## src/rtl/muldiv_iter.sv

```systemverilog
// Iterative unsigned shift-add multiply / restoring divide, one bit per cycle, start/busy/done handshake.
// Latency XLEN+1 edges from accept to done (zero operands finish at once when MULDIV_ZERO_SKIP_EN is defined); start is ignored while busy.
module muldiv_iter #(
  parameter int XLEN = 32
) (
  input  logic                clk,
  input  logic                rst,
  input  logic                start,
  input  logic [2:0]          op,
  input  logic [XLEN-1:0]     a,
  input  logic [XLEN-1:0]     b,
  output logic                busy,
  output logic                done,
  output logic [2*XLEN-1:0]   result
);

  localparam int CW = $clog2(XLEN) + 1;

  localparam logic [1:0] S_IDLE = 2'd0;
  localparam logic [1:0] S_RUN  = 2'd1;
  localparam logic [1:0] S_DONE = 2'd2;

  logic [1:0]        state;
  logic [CW-1:0]     cnt;
  logic [2:0]        op_q;
  logic [XLEN-1:0]   a_q;
  logic [XLEN-1:0]   b_q;
  logic [2*XLEN-1:0] p;
  logic [XLEN:0]     r;
  logic [XLEN-1:0]   q;

  logic              accept;
  logic              last;
  logic [XLEN:0]     sum;
  logic [2*XLEN-1:0] p_nxt;
  logic [XLEN+1:0]   r_sh;
  logic              ge;
  logic [XLEN:0]     diff;
  logic [XLEN:0]     r_nxt;
  logic [XLEN-1:0]   q_nxt;
  logic [2*XLEN-1:0] fin;

  assign accept = (state == S_IDLE) && start &&
                  ((op == 3'b001) || (op == 3'b010) || (op == 3'b100));
  assign last   = (cnt == CW'(XLEN - 1));
  assign busy   = (state == S_RUN) || (state == S_DONE);
  assign done   = (state == S_DONE);

  always_comb begin
    sum   = {1'b0, p[2*XLEN-1:XLEN]} + (p[0] ? {1'b0, a_q} : {(XLEN+1){1'b0}});
    p_nxt = {sum, p[XLEN-1:1]};
    // R never exceeds the divisor, so the top bit of the shifted window only matters for the compare
    r_sh  = {r, q[XLEN-1]};
    ge    = (r_sh >= {2'b00, b_q});
    diff  = r_sh[XLEN:0] - {1'b0, b_q};
    r_nxt = ge ? diff : r_sh[XLEN:0];
    q_nxt = {q[XLEN-2:0], ge};
    case (op_q)
      3'b001:  fin = p_nxt;
      3'b010:  fin = {{XLEN{1'b0}}, q_nxt};
      3'b100:  fin = {{XLEN{1'b0}}, r_nxt[XLEN-1:0]};
      default: fin = '0;
    endcase
  end

`ifdef MULDIV_ZERO_SKIP_EN
  logic              zero_hit;
  logic [2*XLEN-1:0] skip_res;

  always_comb begin
    zero_hit = (a == '0) || (b == '0);
    skip_res = '0;
    if (op == 3'b010 && b == '0)
      skip_res = {{XLEN{1'b0}}, {XLEN{1'b1}}};
    else if (op == 3'b100 && b == '0)
      skip_res = {{XLEN{1'b0}}, a};
  end
`endif

  always_ff @(posedge clk or negedge rst) begin
    if (!rst) begin
      state  <= S_IDLE;
      cnt    <= '0;
      op_q   <= '0;
      a_q    <= '0;
      b_q    <= '0;
      p      <= '0;
      r      <= '0;
      q      <= '0;
      result <= '0;
    end else begin
      case (state)
        S_IDLE: begin
          if (accept) begin
            a_q  <= a;
            b_q  <= b;
            op_q <= op;
            cnt  <= '0;
            p    <= {{XLEN{1'b0}}, b};
            r    <= '0;
            q    <= a;
`ifdef MULDIV_ZERO_SKIP_EN
            if (zero_hit) begin
              state  <= S_DONE;
              result <= skip_res;
            end else begin
              state  <= S_RUN;
              result <= '0;
            end
`else
            state  <= S_RUN;
            result <= '0;
`endif
          end
        end
        S_RUN: begin
          p   <= p_nxt;
          r   <= r_nxt;
          q   <= q_nxt;
          cnt <= cnt + CW'(1);
          if (last) begin
            state  <= S_DONE;
            result <= fin;
          end
        end
        S_DONE:  state <= S_IDLE;
        default: state <= S_IDLE;
      endcase
    end
  end

endmodule

```

## config.mk

```make
export PLATFORM = sky130hd
export DESIGN_NAME = muldiv_iter
export DESIGN_NICKNAME = d
export VERILOG_FILES = /design/src/rtl/muldiv_iter.sv
export SDC_FILE = /design/constraint.sdc
export NUM_CORES = 1
export LEC_CHECK = 0
export BUFFER_PORTS_ARGS = -buffer_cell sky130_fd_sc_hd__buf_4
export CORE_MARGIN = 3
export CORE_UTILIZATION = 30
export DETAILED_ROUTE_END_ITERATION = 12
export SLEW_MARGIN = 20
export SYNTH_ARGS = -nofsm -noshare
export SYNTH_HDL_FRONTEND = slang
export SYNTH_SLANG_ARGS = --single-unit
export TNS_END_PERCENT = 30
```

## constraint.sdc

```tcl
create_clock -name clk -period 3.71 [get_ports clk]
set_input_delay 0.1855 -clock clk [delete_from_list [all_inputs] [get_ports clk]]
set_output_delay 0.1855 -clock clk [all_outputs]
set_load 0.1 [all_outputs]
```

Word level (Yosys, flattened, before mapping)
Cells that the tools add are included.
{ "word_totals": {"input_bits": 70, "output_inout_bits": 66, "register_bits": 268, "word_cells": 52} }
{ "classes": {"add_sub_neg": 3, "order_cmp": 1, "n_mux": 17, "eq_ne": 11, "reduce_logical": 11} }
{ "ops": {"columns": ["op", "count"], "rows": [
  ["$pmux W64 S2", 2],
  ["$mux W64", 3],
  ["$pmux W64 S3", 1],
  ["$mux W33", 2],
  ["$pmux W33 S2", 1],
  ["$mux W32", 2],
  ["$pmux W32 S2", 1],
  ["$ge A34 B32 Y1", 1],
  ["$add A32 B32 Y33", 1],
  ["$sub A33 B32 Y33", 1],
  ["$pmux W6 S2", 1],
  ["$add A6 B1 Y6 const B", 1],
  ["$eq A3 B1 Y1 const B", 2],
  ["$eq A3 B2 Y1 const B", 2],
  ["$eq A3 B3 Y1 const B", 2],
  ["$eq A6 B5 Y1 const B", 1],
  ["$mux W6", 1],
  ["$reduce_and A2 Y1", 3],
  ["$mux W2", 2],
  ["$ne A2 B2 Y1 const B", 2],
  ["$pmux W2 S2", 1],
  ["$logic_or A1 B1 Y1", 3],
  ["$reduce_and A3 Y1", 1],
  ["$eq A2 B1 Y1 const B", 1],
  ["other kinds (4)", 5]
]} }

Logic depth before layout (Yosys ltp)
Gate-level depths: netlist of the first run.
{ "depth": {"ltp_word": 6, "mapped_depth": 14, "ltp_nobuf": 12} }

Worst setup path before layout of the first run
OpenSTA, ideal clock, no wires.
{ "synth_timing": {"path_type": "flip-flop to flip-flop", "start": "register p[0]", "end": "register p[59]", "synth_period_minus_slack_ns": 2.916, "setup_ns": 0.120, "stages_incl_launch_ff": 12, "path_buffers": 1, "arrival_time_ns": 2.796, "path_slack_ns": 0.794, "required_time_ns": 3.590, "cell_sequence": "dfrtp_1 -> clkbuf_1 -> nand2_1 -> fa_1 -> nand2b_1 -> a211oi_1 -> nor2_1 -> o31a_1 -> o311a_1 -> o21ai_0 -> xor2_1 -> a31o_2"} }
{ "synth_via": {"elab_chain_len": 3} }
{ "synth_lines": {"columns": ["item", "line_no", "rtl"], "rows": [
  ["start, declared", "28", "logic [2*XLEN-1:0] p;"],
  ["start signal, assigned", "99", "p <= {{XLEN{1'b0}}, b};"],
  ["start signal, assigned", "117", "p <= p_nxt;"],
  ["$mux W32", "50", "sum = {1'b0, p[2*XLEN-1:XLEN]} + (p[0] ? {1'b0, a_q} : {(XLEN+1){1'b0}});"],
  ["$add A32 B32 Y33", "50", null],
  ["$pmux W64 S2", "92", "case (state)"]
]} }
Every way passes these cells.
A chain may end at the register's enable or synchronous reset.

Final worst setup path of the first run
{ "layout_timing": {"start": "register q[31]", "end": "register r[19]"} }
{ "layout_via": {"elab_chain_len": 3, "elab_cells_between_ends": 4, "classes_between": "add/sub: 1; order compare: 1; mux: 2"} }
{ "layout_lines": {"columns": ["item", "line_no", "rtl"], "rows": [
  ["start, declared", "30", "logic [XLEN-1:0] q;"],
  ["start signal, assigned", "119", "q <= q_nxt;"],
  ["$sub A33 B32 Y33 or $ge A34 B32 Y1 (tied branches)", "55, 54", null],
  ["$mux W33 *", "56", "r_nxt = ge ? diff : r_sh[XLEN:0];"],
  ["$pmux W33 S2 *", "92", null],
  ["end signal, assigned", "118", "r <= r_nxt;"],
  ["end, declared", "29", "logic [XLEN:0] r;"]
]} }
Every way passes the cells marked *; elsewhere a longest branch is shown, timed or not.

==> flow_summary.toml, run 1 <==
[global_route]
grt_usage = 0.1797
grt_max_degree = 98
overflow = 0
antenna_found_initial = 0
grt_pass1_vias = 13200
grt_pass1_wl_mm = 77.32

[clocking]
htree_levels = 1
numCtsBuffers = 31
clk_pin_slew_ps = 60
cts_sinks = 268
cts_setup_buffers = 0
cts_buffer_depth = 3
postCtsHoldBufs = 68
clock_latency_ps = 570
cts_tree = "done"
root_buffer = "clkbuf_16"
postCtsResizedCells = 0

[finish]
drive_gt1_frac = 0.1512
area_growth_pct = 22.18
diodes = 0
nets = 1979
num-fill-cells = 5157
final_util = 0.3713

[floorplan]
dieHeight_um = 231.7
die_x_um = 231.7
io_pins = 136
initial_core_util = 0.3039
fp.dieArea_um2 = 53670
coreArea_um2 = 50270
fp-row-count = 82

[yosys]
synth_area_leader_cell = "dfrtp_1"
synth_edf_count = 0
synth_cell_types = 81
synth_nets = 1820
yosysMostFrequentCell = "nand2_1"
async_reset_ff_frac = 1.000
yosys_warnings = 0
synth_top_cells_by_area = "dfrtp_1 (44%), nand2_1 (8.3%), ha_1 (5.6%)"
synth_area_per_cell_um2 = 9.094
ys_seq_area_frac = 0.4389
synth_top_area_share = 0.4389
synth_cells = 1680
ys_top_cells_by_count = "nand2_1 (337), dfrtp_1 (268), o21ai_0 (153), a21oi_1 (82), clkbuf_1 (80)"
netlist_area_um2 = 15280
synth_ff_type = "dfrtp_1"
ys_seq_elements = 268

[route]
drtIter0Drc = 1033
dr.pass1.iters = 7
vias = 13530
wl_per_cell_um = 19.48
antenna_left = 0
routed_wl_mm = 49.30
route.detailed.drc = 0
drt-vias-per-instance = 5.347

[timing]
drv_slew = 0
timing_worst_slew_pin_value_ps = 859.8
setup-tns-final_ps = 0
fmax_ghz = 0.3041
setup_ws_ps = 421.4
clock_skew_ps = 12.45
fin_crit_ps = 3289
maxSlewHeadroom = 0.4268
period_share = 0.8864
rsz0062_at_grt = "no"
hold_violations = 0
setup_violations = 0

[pwr]
p_switching_mw = 8.974
switching_share = 0.4960
clockPowerShare = 0.159
p_comb_frac = 0.561
p_seq_frac = 0.279
leakage_nw = 8.772
peakVddDrop_v = 0.0007256
power_density_nw_per_um2 = 969.2
internal_power_mw = 9.118

[critical_path]
end_kind = "register"
critPathLaunchType = "register"
crit_path_max_fanout = 27
cp_data_required_time_ps = 4130
cp_data_arrival_time_ps = 3710
critical_path_class = "register to register"

[placement]
place_ws_ps = 431.3
gp_congestion = 0.9404
dp_hpwl_mm = 35.76
portBuffers = 135

[min_path]
min_path_type = "input port to async pin"

[run_status]
outcome = "completed"

[run]
max-cap-violations = 0
-- final timing paths --
kind	start	to	cells past startpoint	slack, ps
max reg2reg	q[31]	r[19]	12	420
max	q[31]	r[19]	12	420
min in group clk	start	state[1]	6	330
min reg2reg	a_q[19]	a_q[19]	2	470
max in group asynchronous	rst	r[15]	3	2510
min	rst	result[60]	2	250
-- registers in the layout, summed over array words and instances, names as in the netlist --
name and cells:
cnt 6, op_q 3, q 32, state 2, r 33, result 64, b_q 32, p 64
a_q 32
-- area by class of cell --
class / instances / area, µm² / area share
inverter: 53 / 198.9 / 0.01066
clock buffer: 45 / 888.4 / 0.04759
tap: 672 / 840.8 / 0.04504
sequential: 268 / 6706 / 0.3593
timing repair buffer: 236 / 2007 / 0.1075
clock inverter: 8 / 50.05 / 0.002681
multi-input combinational: 1249 / 7975 / 0.4272
-- power groups by stage --
| stage | clock network [mW] | registers, mW | logic, mW |
|---|---|---|---|
| after floorplan | 0 | 6.14 | 6.16 |
| after global placement | 0 | 5.07 | 9.94 |
| after detailed placement | 0 | 5.08 | 10.0 |
| after CTS | 2.95 | 5.05 | 10.1 |
| after global routing | 3.06 | 5.19 | 11.1 |
| final | 2.88 | 5.05 | 10.2 |
-- routing by layer --
| layer | track usage | up-vias | wire, µm |
|---|---|---|---|
| met5 | 0 | - | 0 |
| met4 | 0.04144 | 0 | 1145 |
| met2 | 0.2923 | 422 | 22820 |
| met3 | 0.02557 | 59 | 3008 |
| met1 | 0.2533 | 6668 | 22320 |
| li1 | - | 6385 | - |
-- metrics by stage --
stage               hold slack (ps)  instance area [µm²]  total power, mW  cells
floorplan                    -110.1                15280            12.31   1680
global placement              274.7                17030            15.01   2409
detailed placement            279.9                17030            15.11   2409
CTS                           274.0                18650            18.14   2530
global route                  304.6                18670            19.31   2531
finish                        254.3                18670            18.09   2531
-- cell families after synthesis --
| logic type | after synthesis | synth area share |
|---|---|---|
| simple gates | 548 | 0.1603 |
| xor+xnor | 50 | 0.02866 |
| compound gates | 527 | 0.2351 |
| flops | 268 | 0.4389 |
| buf+inv | 163 | 0.04299 |
| mux | 54 | 0.03562 |
| fa+ha+maj | 70 | 0.05831 |
-- placed cells by master, fill, tap and decap left out, drive strengths merged, types with 8 or more instances in the layout --
cell         netlist  layout
dlygate4sd3        0      68
o31ai             18      18
a21o              36      36
ha                68      68
a22o              34      34
nand3             62      62
o21ai            163     163
a31oi             25      25
inv               53      54
xor2              24      24
o21bai             8       8
a22oi             35      35
a31o               9       9
nor2              41      41
mux2i             51      51
o221ai            25      25
a211oi             9       9
xnor2             26      26
and3              12      12
nand2            339     339
buf               28     168
a21oi             82      82
nor3              11      11
nand4              9       9
dfrtp            268     268
o221a             31      31
and2              40      40
clkbuf            82      45
-- critical path, stage by stage, from the launching register on --
cell and delay (ps):
dfrtp_1 380, inv_1 70, ha_1 160, inv_1 50, fa_1 390, a21o_1 190, a221o_1 400, a221oi_2 270
o21ai_2 170, nand3_4 180, nand2_4 300, nand2_1 380, o221ai_1 180
Power figures use the tool's default switching activity.
==> inputs of run 2 (changes only) <==
--- a/config.mk
+++ b/config.mk
@@ -10,5 +10,4 @@
 export CORE_UTILIZATION = 30
 export DETAILED_ROUTE_END_ITERATION = 12
-export SLEW_MARGIN = 20
 export SYNTH_ARGS = -nofsm -noshare
 export SYNTH_HDL_FRONTEND = slang
==> constraint.sdc (replaced) <==
create_clock -name clk -period 3.71 [get_ports clk]
set_input_delay 0 -clock clk [delete_from_list [all_inputs] [get_ports clk]]
set_output_delay 0 -clock clk [all_outputs]
set_load 0.1 [all_outputs]
==> run 2 against run 1 <==
  * First-iteration DRC count is 4.0% lower
  * Maximum frequency is 2.2% lower
  * Clock skew rose by 2.6 ps
  * Combinational power is essentially flat
  * Clock power up 29%
  * Critical path type unchanged
  * Setup slack got worse by 73 ps
==> flow_summary.toml, run 2 (same netlist as run 1, synthesis figures left out) <==
[run_status]
outcome = "completed"

[finish]
nets = 1985
final_common_cell = "nand2_1"
area_growth_pct = 24.71
reg_top3 = "p: 64 flops, result: 64 flops, r: 33 flops"
final_util = 0.3790
drive_gt1_frac = 0.1598
final_cell_mix = "nand2_1 (336), dfrtp_1 (268), buf_4 (163)"
diodes = 0
num-fill-cells = 5117

[timing]
maxSlewHeadroom = 0.2206
hold_violations = 0
clock_skew_ps = 15.09
setup-tns-final_ps = 0
drv_slew = 0
rsz0062_at_grt = "no"
fin_crit_ps = 3362
timing_worst_slew_pin_value_ps = 1165
period_share = 0.9061
fmax_ghz = 0.2975
setup_violations = 0

[run]
max-cap-violations = 0

[route]
wl_per_cell_um = 19.73
route.detailed.drc = 0
routed_wl_mm = 50.17
drt-vias-per-instance = 5.371
drtIter0Drc = 992
vias = 13660
antenna_left = 0
dr.pass1.iters = 5

[pwr]
leakage_nw = 8.970
peakVddDrop_v = 0.0005865
p_switching_mw = 9.130
p_comb_frac = 0.538
switching_share = 0.4799
clockPowerShare = 0.196
p_seq_frac = 0.266
finalPower_mw = 19.02
internal_power_mw = 9.894
power_density_nw_per_um2 = 998.5

[clocking]
postCtsResizedCells = 0
cts_tree = "done"
htree_levels = 2
cts_setup_buffers = 0
clock_latency_ps = 530
cts_buffer_depth = 3
numCtsBuffers = 34
cts_sinks = 268
root_buffer = "clkbuf_16"
clk_pin_slew_ps = 60

[critical_path]
crit_path_max_fanout = 27
cp_data_arrival_time_ps = 3750
critPathLaunchType = "register"
cp_data_required_time_ps = 4090
r2r_slack_ps = 350
end_kind = "register"
critical_path_class = "register to register"

[global_route]
grt_usage = 0.1845
grt_pass1_wl_mm = 78.48
antenna_found_initial = 0
grt_pass1_vias = 13560
grt_max_degree = 116
overflow = 0

[floorplan]
io_pins = 136
fp-row-count = 82
dieHeight_um = 231.7
die_x_um = 231.7
coreArea_um2 = 50270
fp.dieArea_um2 = 53670
initial_core_util = 0.3039

[min_path]
min_path_type = "input port to async pin"

[placement]
portBuffers = 135
dp_hpwl_mm = 36.03
gp_congestion = 0.9070
-- run 2: area by class of cell --
type	instances	area [µm²]	share of cell area
multi-input combinational	1249	7975	0.4186
sequential	268	6706	0.3520
timing repair buffer	239	2059	0.1081
tap	672	840.8	0.04413
clock inverter	15	229.0	0.01202
inverter	53	198.9	0.01044
clock buffer	47	1044	0.05477
-- run 2: path summary, 6_finish.rpt --
kind                          from      end  depth (start not counted)
min reg2reg                a_q[12]  a_q[12]                          2
max reg2reg                  q[31]    r[25]                         12
max                          q[31]    r[25]                         12
max in group asynchronous      rst  b_q[17]                          3
min                            rst    p[61]                          2
min in group clk             start  a_q[26]                          5
-- run 2: layer usage --
| metal | GRT usage | routed length, µm | up-vias |
|---|---|---|---|
| met5 | 0 | 0 | - |
| met4 | 0.06294 | 1558 | 0 |
| met3 | 0.02888 | 2806 | 78 |
| met2 | 0.2924 | 22730 | 465 |
| met1 | 0.2566 | 23070 | 6732 |
| li1 | - | - | 6384 |
-- run 2: power by group through the flow --
stage / Clock [mW] / Sequential [mW] / Combinational, mW
CTS: 3.81 / 5.06 / 10.2
detailed placement: 0 / 5.09 / 10.1
floorplan: 0 / 6.14 / 6.16
global route: 3.93 / 5.19 / 11.2
global placement: 0 / 5.08 / 10.0
finish: 3.72 / 5.06 / 10.2
-- run 2: critical path, stage by stage (launching register included) --
cell,delay [ps]
dfrtp_1,390
inv_1,80
ha_1,170
inv_1,60
fa_1,400
a21o_1,190
a221o_1,410
a221oi_2,280
o21ai_2,160
nand3_4,180
nand2_4,280
nand2_1,390
o221ai_1,180
-- run 2: what timing repair did --
item	CTS	global route
endpoints found under the hold margin	242	0
setup endpoints to repair	0	0
hold buffers	68	0
-- run 2: stage by stage --
stage               instances  worst slack [ps]  area, µm²  hold WS, ps
floorplan                1680             794.0      15280       -295.6
global placement         2413             481.5      17100        155.7
detailed placement       2413             405.0      17100        169.4
CTS                      2543             375.6      19050        166.2
global route             2543             109.7      19050        206.8
finish                   2543             348.4      19050        166.6
